**src/rtl/fsm_arbiter.sv**
```systemverilog
// Round-robin arbiter that lends one shared control FSM to NUM_REQ requesters.
// Optional macro FSM_ARB_TIMEOUT_EN builds the HOLD_MAX wait-timeout abort path.
module fsm_arbiter #(
    parameter int NUM_REQ  = 4,
    parameter int HOLD_MAX = 8
) (
    input  logic                 clk,
    input  logic                 rst,
    input  logic [NUM_REQ-1:0]   req,
    input  logic [NUM_REQ*4-1:0] req_cmd,
    output logic [NUM_REQ-1:0]   gnt,
    output logic [3:0]           fsm_in,
    input  logic [3:0]           fsm_out,
    output logic [NUM_REQ-1:0]   done,
    output logic [3:0]           result,
    output logic                 err,
    output logic                 busy
);

    localparam int PW = (NUM_REQ > 1) ? $clog2(NUM_REQ) : 1;

    typedef enum logic [1:0] {
        ARB_IDLE,
        DRIVE,
        WAIT
    } state_t;

    state_t          state;
    logic [PW-1:0]   rr_ptr;
    logic [PW-1:0]   sel;
    logic            found;
    int              idx;
    logic [3:0]      cmd_q;
    logic [3:0]      acc;

    // Configurations outside the supported range elaborate this empty marker.
    if (NUM_REQ < 2 || NUM_REQ > 8 || HOLD_MAX < 4) begin : g_unsupported_params
    end

`ifdef FSM_ARB_TIMEOUT_EN
    localparam int WW = $clog2(HOLD_MAX + 1);
    logic [WW-1:0] wcnt;
    logic          err_q;
    assign err = err_q;
`else
    assign err = 1'b0;
`endif

    // First requester after the previous winner, wrapping around.
    always_comb begin
        sel   = rr_ptr;
        found = 1'b0;
        idx   = 0;
        for (int k = 1; k <= NUM_REQ; k++) begin
            idx = int'(rr_ptr) + k;
            if (idx >= NUM_REQ) begin
                idx = idx - NUM_REQ;
            end
            if (!found && req[idx]) begin
                sel   = PW'(idx);
                found = 1'b1;
            end
        end
    end

    // In WAIT the launch bits are masked so a returning FSM cannot restart.
    always_comb begin
        fsm_in = 4'b0000;
        case (state)
            DRIVE:   fsm_in = cmd_q;
            WAIT:    fsm_in = cmd_q & 4'b1100;
            default: fsm_in = 4'b0000;
        endcase
    end

    always_ff @(posedge clk or posedge rst) begin
        if (rst) begin
            state  <= ARB_IDLE;
            rr_ptr <= PW'(NUM_REQ - 1);
            gnt    <= '0;
            cmd_q  <= 4'b0000;
            acc    <= 4'b0000;
            done   <= '0;
            result <= 4'b0000;
            busy   <= 1'b0;
`ifdef FSM_ARB_TIMEOUT_EN
            wcnt   <= '0;
            err_q  <= 1'b0;
`endif
        end else begin
            done <= '0;
            case (state)
                ARB_IDLE: begin
                    if (found) begin
                        gnt    <= {{(NUM_REQ-1){1'b0}}, 1'b1} << sel;
                        cmd_q  <= req_cmd[4*sel +: 4];
                        rr_ptr <= sel;
                        acc    <= 4'b0000;
                        busy   <= 1'b1;
                        state  <= DRIVE;
`ifdef FSM_ARB_TIMEOUT_EN
                        wcnt   <= '0;
`endif
                    end
                end
                DRIVE: begin
                    state <= WAIT;
                end
                WAIT: begin
                    acc <= acc | fsm_out;
`ifdef FSM_ARB_TIMEOUT_EN
                    wcnt <= wcnt + 1'b1;
`endif
                    if (fsm_out == 4'b0000) begin
                        done   <= gnt;
                        result <= acc;
                        gnt    <= '0;
                        busy   <= 1'b0;
                        state  <= ARB_IDLE;
`ifdef FSM_ARB_TIMEOUT_EN
                        err_q  <= 1'b0;
                    end else if (wcnt == WW'(HOLD_MAX - 1)) begin
                        done   <= gnt;
                        result <= acc | fsm_out;
                        err_q  <= 1'b1;
                        gnt    <= '0;
                        busy   <= 1'b0;
                        state  <= ARB_IDLE;
`endif
                    end
                end
                default: begin
                    state <= ARB_IDLE;
                end
            endcase
        end
    end

endmodule

```
**config.mk**
```make
export PLATFORM = sky130hd
export DESIGN_NAME = fsm_arbiter
export DESIGN_NICKNAME = d
export VERILOG_FILES = /design/src/rtl/fsm_arbiter.sv
export SDC_FILE = /design/constraint.sdc
export NUM_CORES = 1
export LEC_CHECK = 0
export CORE_ASPECT_RATIO = 0.5
export CORE_MARGIN = 2
export CORE_UTILIZATION = 40
export CTS_BUF_LIST = sky130_fd_sc_hd__clkbuf_4
export DETAILED_ROUTE_END_ITERATION = 12
export GPL_ROUTABILITY_DRIVEN = 0
export PLACE_DENSITY = 0.74
export SLEW_MARGIN = 30
export SYNTH_ARGS = -nofsm -noshare
export SYNTH_HDL_FRONTEND = slang
export SYNTH_SLANG_ARGS = --single-unit
```
**constraint.sdc**
```tcl
create_clock -name clk -period 1.9 [get_ports clk]
set_input_delay 0.475 -clock clk [delete_from_list [all_inputs] [get_ports clk]]
set_output_delay 0.475 -clock clk [all_outputs]
set_load 0.01 [all_outputs]
```
-- Word level (Yosys, flattened, before mapping)
Cells that the tools add are included.
- register bits: 25
- output and inout bits: 18
- add/subtract/negate cells: 8
- magnitude comparators: 8
- equal/unequal tests: 4
- shifts and indexed selects: 2
- multiplexer cells: 38
- bitwise operators: 1
- reduce and logical (&&, ||, !) cells: 14
- operator list (kind ; number):
    $lt 32x4->1 const B ; 4
    $mux 32 ; 4
    $pmux 4 s2 ; 3
    $mux 4 ; 5
    $shiftx 16x5->4 ; 1
    $mux 1 ; 14
    $mux 2 ; 6
    $sub 3x3->4 const B ; 3
    $ge 3x3->1 const B ; 3
    $bmux 1 s2 ; 4
    $reduce_and 2->1 ; 4
    $add 2x2->3 const B ; 2
    $pmux 2 s3 ; 1
    $sub 4x3->5 const B ; 1
    $add 2x3->4 const B ; 1
    $ge 4x3->1 const B ; 1
    $logic_not 4->1 ; 1
    $ne 2x2->1 const B ; 2
    $or 4x4->4 ; 1
    $shl 1x2->4 const A ; 1
    $add 2x1->3 const B ; 1
    $logic_and 1x1->1 ; 3
    $logic_not 1->1 ; 3
    $reduce_and 3->1 ; 1
    other kinds (5) ; 5

-- Depth between registers and ports, before layout
- word-level depth: 19
- mapped depth: 7

-- Worst setup path before layout
Ideal clock, no wire load.
- path type: input -> register
- start: input req[3]
- end: register cmd_q[0]
- setup time: 126 ps
- arrival time: 1771 ps
- data required time: 1774 ps
- path slack: 2 ps
- cell stages on the path: 5
- path buffers: 0
- cell sequence: nor2b_2 -> o21a_4 -> nor3_4 -> mux2_1 -> a221o_1
- cells in the longest elaborated chain, start to end: 14
- ends and longest elaborated chain (element ; line ; source):
    start, declared ; 9 ; input logic [NUM_REQ-1:0] req,
    $bmux 1 s2 ; 59 ; if (!found && req[idx]) begin
    $mux 1 (not written as such) (2 in series) ; 59 ;
    $mux 1 ; 59 ;
    $logic_not 1->1 ; 59 ;
    $logic_and 1x1->1 ; 59 ;
    $mux 1 ; 59 ;
    $logic_not 1->1 ; 59 ;
    $logic_and 1x1->1 ; 59 ;
    $mux 1 ; 59 ;
    $logic_not 1->1 ; 59 ;
    $logic_and 1x1->1 ; 59 ;
    $mux 2 or $mux 1 (tied branches) ; 59 ;
    $shiftx 16x5->4 or $reduce_and 2->1 (tied branches) ; - ;
    end signal, assigned ; 96 ; cmd_q <= req_cmd[4*sel +: 4];
    end, declared ; 33 ; logic [3:0] cmd_q;
Several ways; a longest one is shown, not always the timed one. The select of a mux whose other input is x is not followed.
A chain may end at the register's enable or synchronous reset.

-- Final worst setup path
- start: register rr_ptr[0]
- end: register cmd_q[3]
- cells in the longest elaborated chain, start to end: 17
- ends and longest elaborated chain (element ; line ; source):
    start, declared ; 29 ; logic [PW-1:0] rr_ptr;
    start signal, assigned ; 79 ; rr_ptr <= PW'(NUM_REQ - 1);
    start signal, assigned ; 97 ; rr_ptr <= sel;
    $add 2x1->3 ; 55 ; idx = int'(rr_ptr) + k;
    $sub 3x3->4 or $ge 3x3->1 (tied branches) ; 57, 56 ;
    $mux 32 ; 56 ; if (idx >= NUM_REQ) begin
    $bmux 1 s2 ; 59 ;
    $mux 1 (not written as such) (2 in series) ; 59 ;
    $mux 1 ; 59 ;
    $logic_not 1->1 ; 59 ;
    $logic_and 1x1->1 ; 59 ;
    $mux 1 ; 59 ;
    $logic_not 1->1 ; 59 ;
    $logic_and 1x1->1 ; 59 ;
    $mux 1 ; 59 ;
    $logic_not 1->1 ; 59 ;
    $logic_and 1x1->1 ; 59 ;
    $mux 2 or $mux 1 (tied branches) ; 59 ;
    $shiftx 16x5->4 or $reduce_and 2->1 (tied branches) ; - ;
Several ways; a longest one is shown, not always the timed one. The select of a mux whose other input is x is not followed.

==> results.yml <==
synthesis:
  yosys_warnings: 0
  synth.distinct_cells: 40
  syn_inst: 126
  synth_top_flop_cell: "dfrtp_1"
  syn_avg_cell_area_um2: 10.80
  synth-edff-count: 0
  synth_top_area_cell: "dfrtp_1"
  async_flop_share_pct: 100.0
  synthTopCellsByArea: "dfrtp_1 (42%), dfstp_2 (3.9%), a21oi_1 (3.7%)"
  yosysSeqAreaShare_pct: 46.14
  synth_top_area_share_pct: 42.28
  synth_fp_nets: 156
  syn_area_mm2: 0.001361
  synth-seq-cells: 25
power_and_ir_drop:
  vdd.ir_drop.worst_v: 0.0006414
  finalPower_w: 0.002876
  power.leakage_nw: 0.9927
  power_density_mw_per_mm2: 1335
timing:
  slew_violations: 0
  max_freq_ghz: 0.5317
  period_share_pct: 98.99
  setup_slack_ns: 0.01917
  rsz0062_at_grt: "yes"
  setup_viol: 0
  finalHoldViolations: 0
  period_minus_slack_ns: 1.881
  skew_ns: 0.007895
cts:
  cts_tree: "yes"
  hold_buffers: 0
  clk_latency_ns: 0.33
  cts.sinks: 25
  clkSlewWorstSetupHoldPaths_ns: 0.14
  cts_buffer_depth: 2
  htree_levels: 1
  cts_root_buf: "clkbuf_4"
  numCtsBuffers: 3
setup_path:
  arrival_ns: 2.11
  path_max_fanout: 5
  critPathLaunchType: "register"
  r2r-start: "rr_ptr[0]"
  crit_chain: "nor2b_4, o21a_4, nor3_4, buf_6, mux2_4, a221o_1"
  crit_type: "reg2reg"
  critPathSlowestCell: "dfstp_2"
  crit_family: "flip-flops"
  crit_path_end_kind: "register"
  required_ns: 2.13
  startpoint: "rr_ptr[0]"
  max_stage_delay_ns: 0.62
  crit_buf_inv: 1
layout:
  area_delta_synth_final_pct: 58.27
  mostFrequentLayoutCell: "clkdlybuf4s50_1"
  drive_gt1_share_pct: 35.35
  final_nets: 229
  fin_cells: 238
  n_antenna_cell: 0
  fillers: 226
  final_cell_mix: "clkdlybuf4s50_1 (34), buf_4 (26), dfrtp_1 (23)"
placed_design:
  place_inst: 229
  portBuffers: 42
  dp_hpwl_um: 2475
  pre_cts_ws_ns: -0.4776
route:
  drc: 0
  vias_per_cell: 5.303
  ant_nets: 0
  routed_wl_um: 3362
  vias: 1262
  drtIter0Drc: 38
  drt_first_pass_iters: 4
  wire_per_inst_um: 14.13
die:
  ios: 44
  floorplan.initialDensity_pct: 43.66
  die_y_um: 45.25
  dieArea_mm2: 0.003914
  die_width_um: 86.50
  num_rows: 14
  core_area_mm2: 0.003118
global_routing:
  overflow: 0
  grt_pass1_vias: 1254
  grt_max_degree: 26
  grt_pass1_wl_um: 5851
  antenna_found_initial: 0
  grt.total_usage_pct: 19.61
run_status:
  outcome: "finished, final reports clean"
run:
  cap_violations: 0
worst_hold_path:
  holdCritPathClass: "in2async"
[registers in the layout (all words and copies together), names as in the netlist]
register and count:
state 2, busy 1, cmd_q 4, done 4, rr_ptr 2, result 4
acc 4, gnt 4
[routing by layer]
metal,global-route usage (%),vias up,routed length (um)
met5,0,-,0
met4,6.875,0,53
met3,5.302,6,169
met2,31.85,37,1563
met1,25.89,597,1575
li1,-,622,-
[logic make-up after synthesis]
| group | Yosys count | synth area share, % |
|---|---|---|
| compound gates | 44 | 23.07 |
| mux | 8 | 6.617 |
| buf+inv | 10 | 3.309 |
| other cells | 1 | 0.2755 |
| fa+ha+maj | 4 | 3.677 |
| simple gates | 34 | 16.91 |
| flops | 25 | 46.14 |
[synthesized netlist by cell type, types with 2 or more instances]
master    count
o31ai_1       4
a22o_1        2
and3_1        6
a221o_1       4
a21oi_1      10
nand4_1       4
mux2_2        4
nor2_1        5
clkbuf_1      2
nand2_1       3
nor2b_1       2
dfrtp_1      23
o21ai_1       2
a21o_1        2
nor3_1        2
inv_1         6
dfstp_2       2
mux2_1        4
nand2b_1      3
ha_1          4
a21boi_0      3
buf_4         2
o21ai_0       9
a211oi_1      2
[tightest hold or removal path: stages]
cell             delay, ns
clkdlybuf4s50_1       0.40
inv_1                 0.05
buf_4                 0.30
[final timing paths]
path                             end  slack [ns]  cells past startpoint
max reg2reg                 cmd_q[3]        0.02                      6
min                          done[3]        0.47                      3
min in group clk                busy        0.50                      1
max in group asynchronous  rr_ptr[0]        1.13                      3
max                         cmd_q[3]        0.02                      6
min reg2reg                     busy        0.50                      1
[per-stage QoR]
step           util (%)  hold WS [ns]  setup TNS [ns]  instance area (um2)
4_1_cts           67.98        0.4798               0                 2120
3_5_place_dp      64.04        0.4692          -5.423                 1997
3_3_place_gp      64.04        0.4690          -4.892                 1997
5_1_grt           69.10        0.4840         -0.1683                 2155
2_1_floorplan         -        0.4727               0                 1361
6_report          69.10        0.4737               0                 2155
[power by group]
part           total [W]  switching, W  internal, W  leakage (nW)
clock network   0.000251      0.000170    0.0000807        0.0139
registers       0.000893      0.000151     0.000742         0.324
logic            0.00173      0.000766     0.000966         0.655
total            0.00288       0.00109      0.00179         0.993
[layout make-up]
cell class | count | area, um2 | area share (%)
Multi-Input combinational cell | 91 | 782.0 | 36.29
Clock buffer | 3 | 22.52 | 1.045
Sequential cell | 25 | 628.1 | 29.15
Inverter | 6 | 22.52 | 1.045
Timing Repair Buffer | 72 | 641.9 | 29.79
Tap cell | 40 | 50.05 | 2.323
Clock inverter | 1 | 7.507 | 0.3484
[what timing repair did]
action	in CTS	in global routing
buffers inserted	5	0
gates cloned	0	0
hold endpoints to repair	0	0
pin swaps	4	7
gates resized for setup	40	6
endpoints found under the setup margin	11	12
Note: power is estimated with default switching activity, not from simulation.
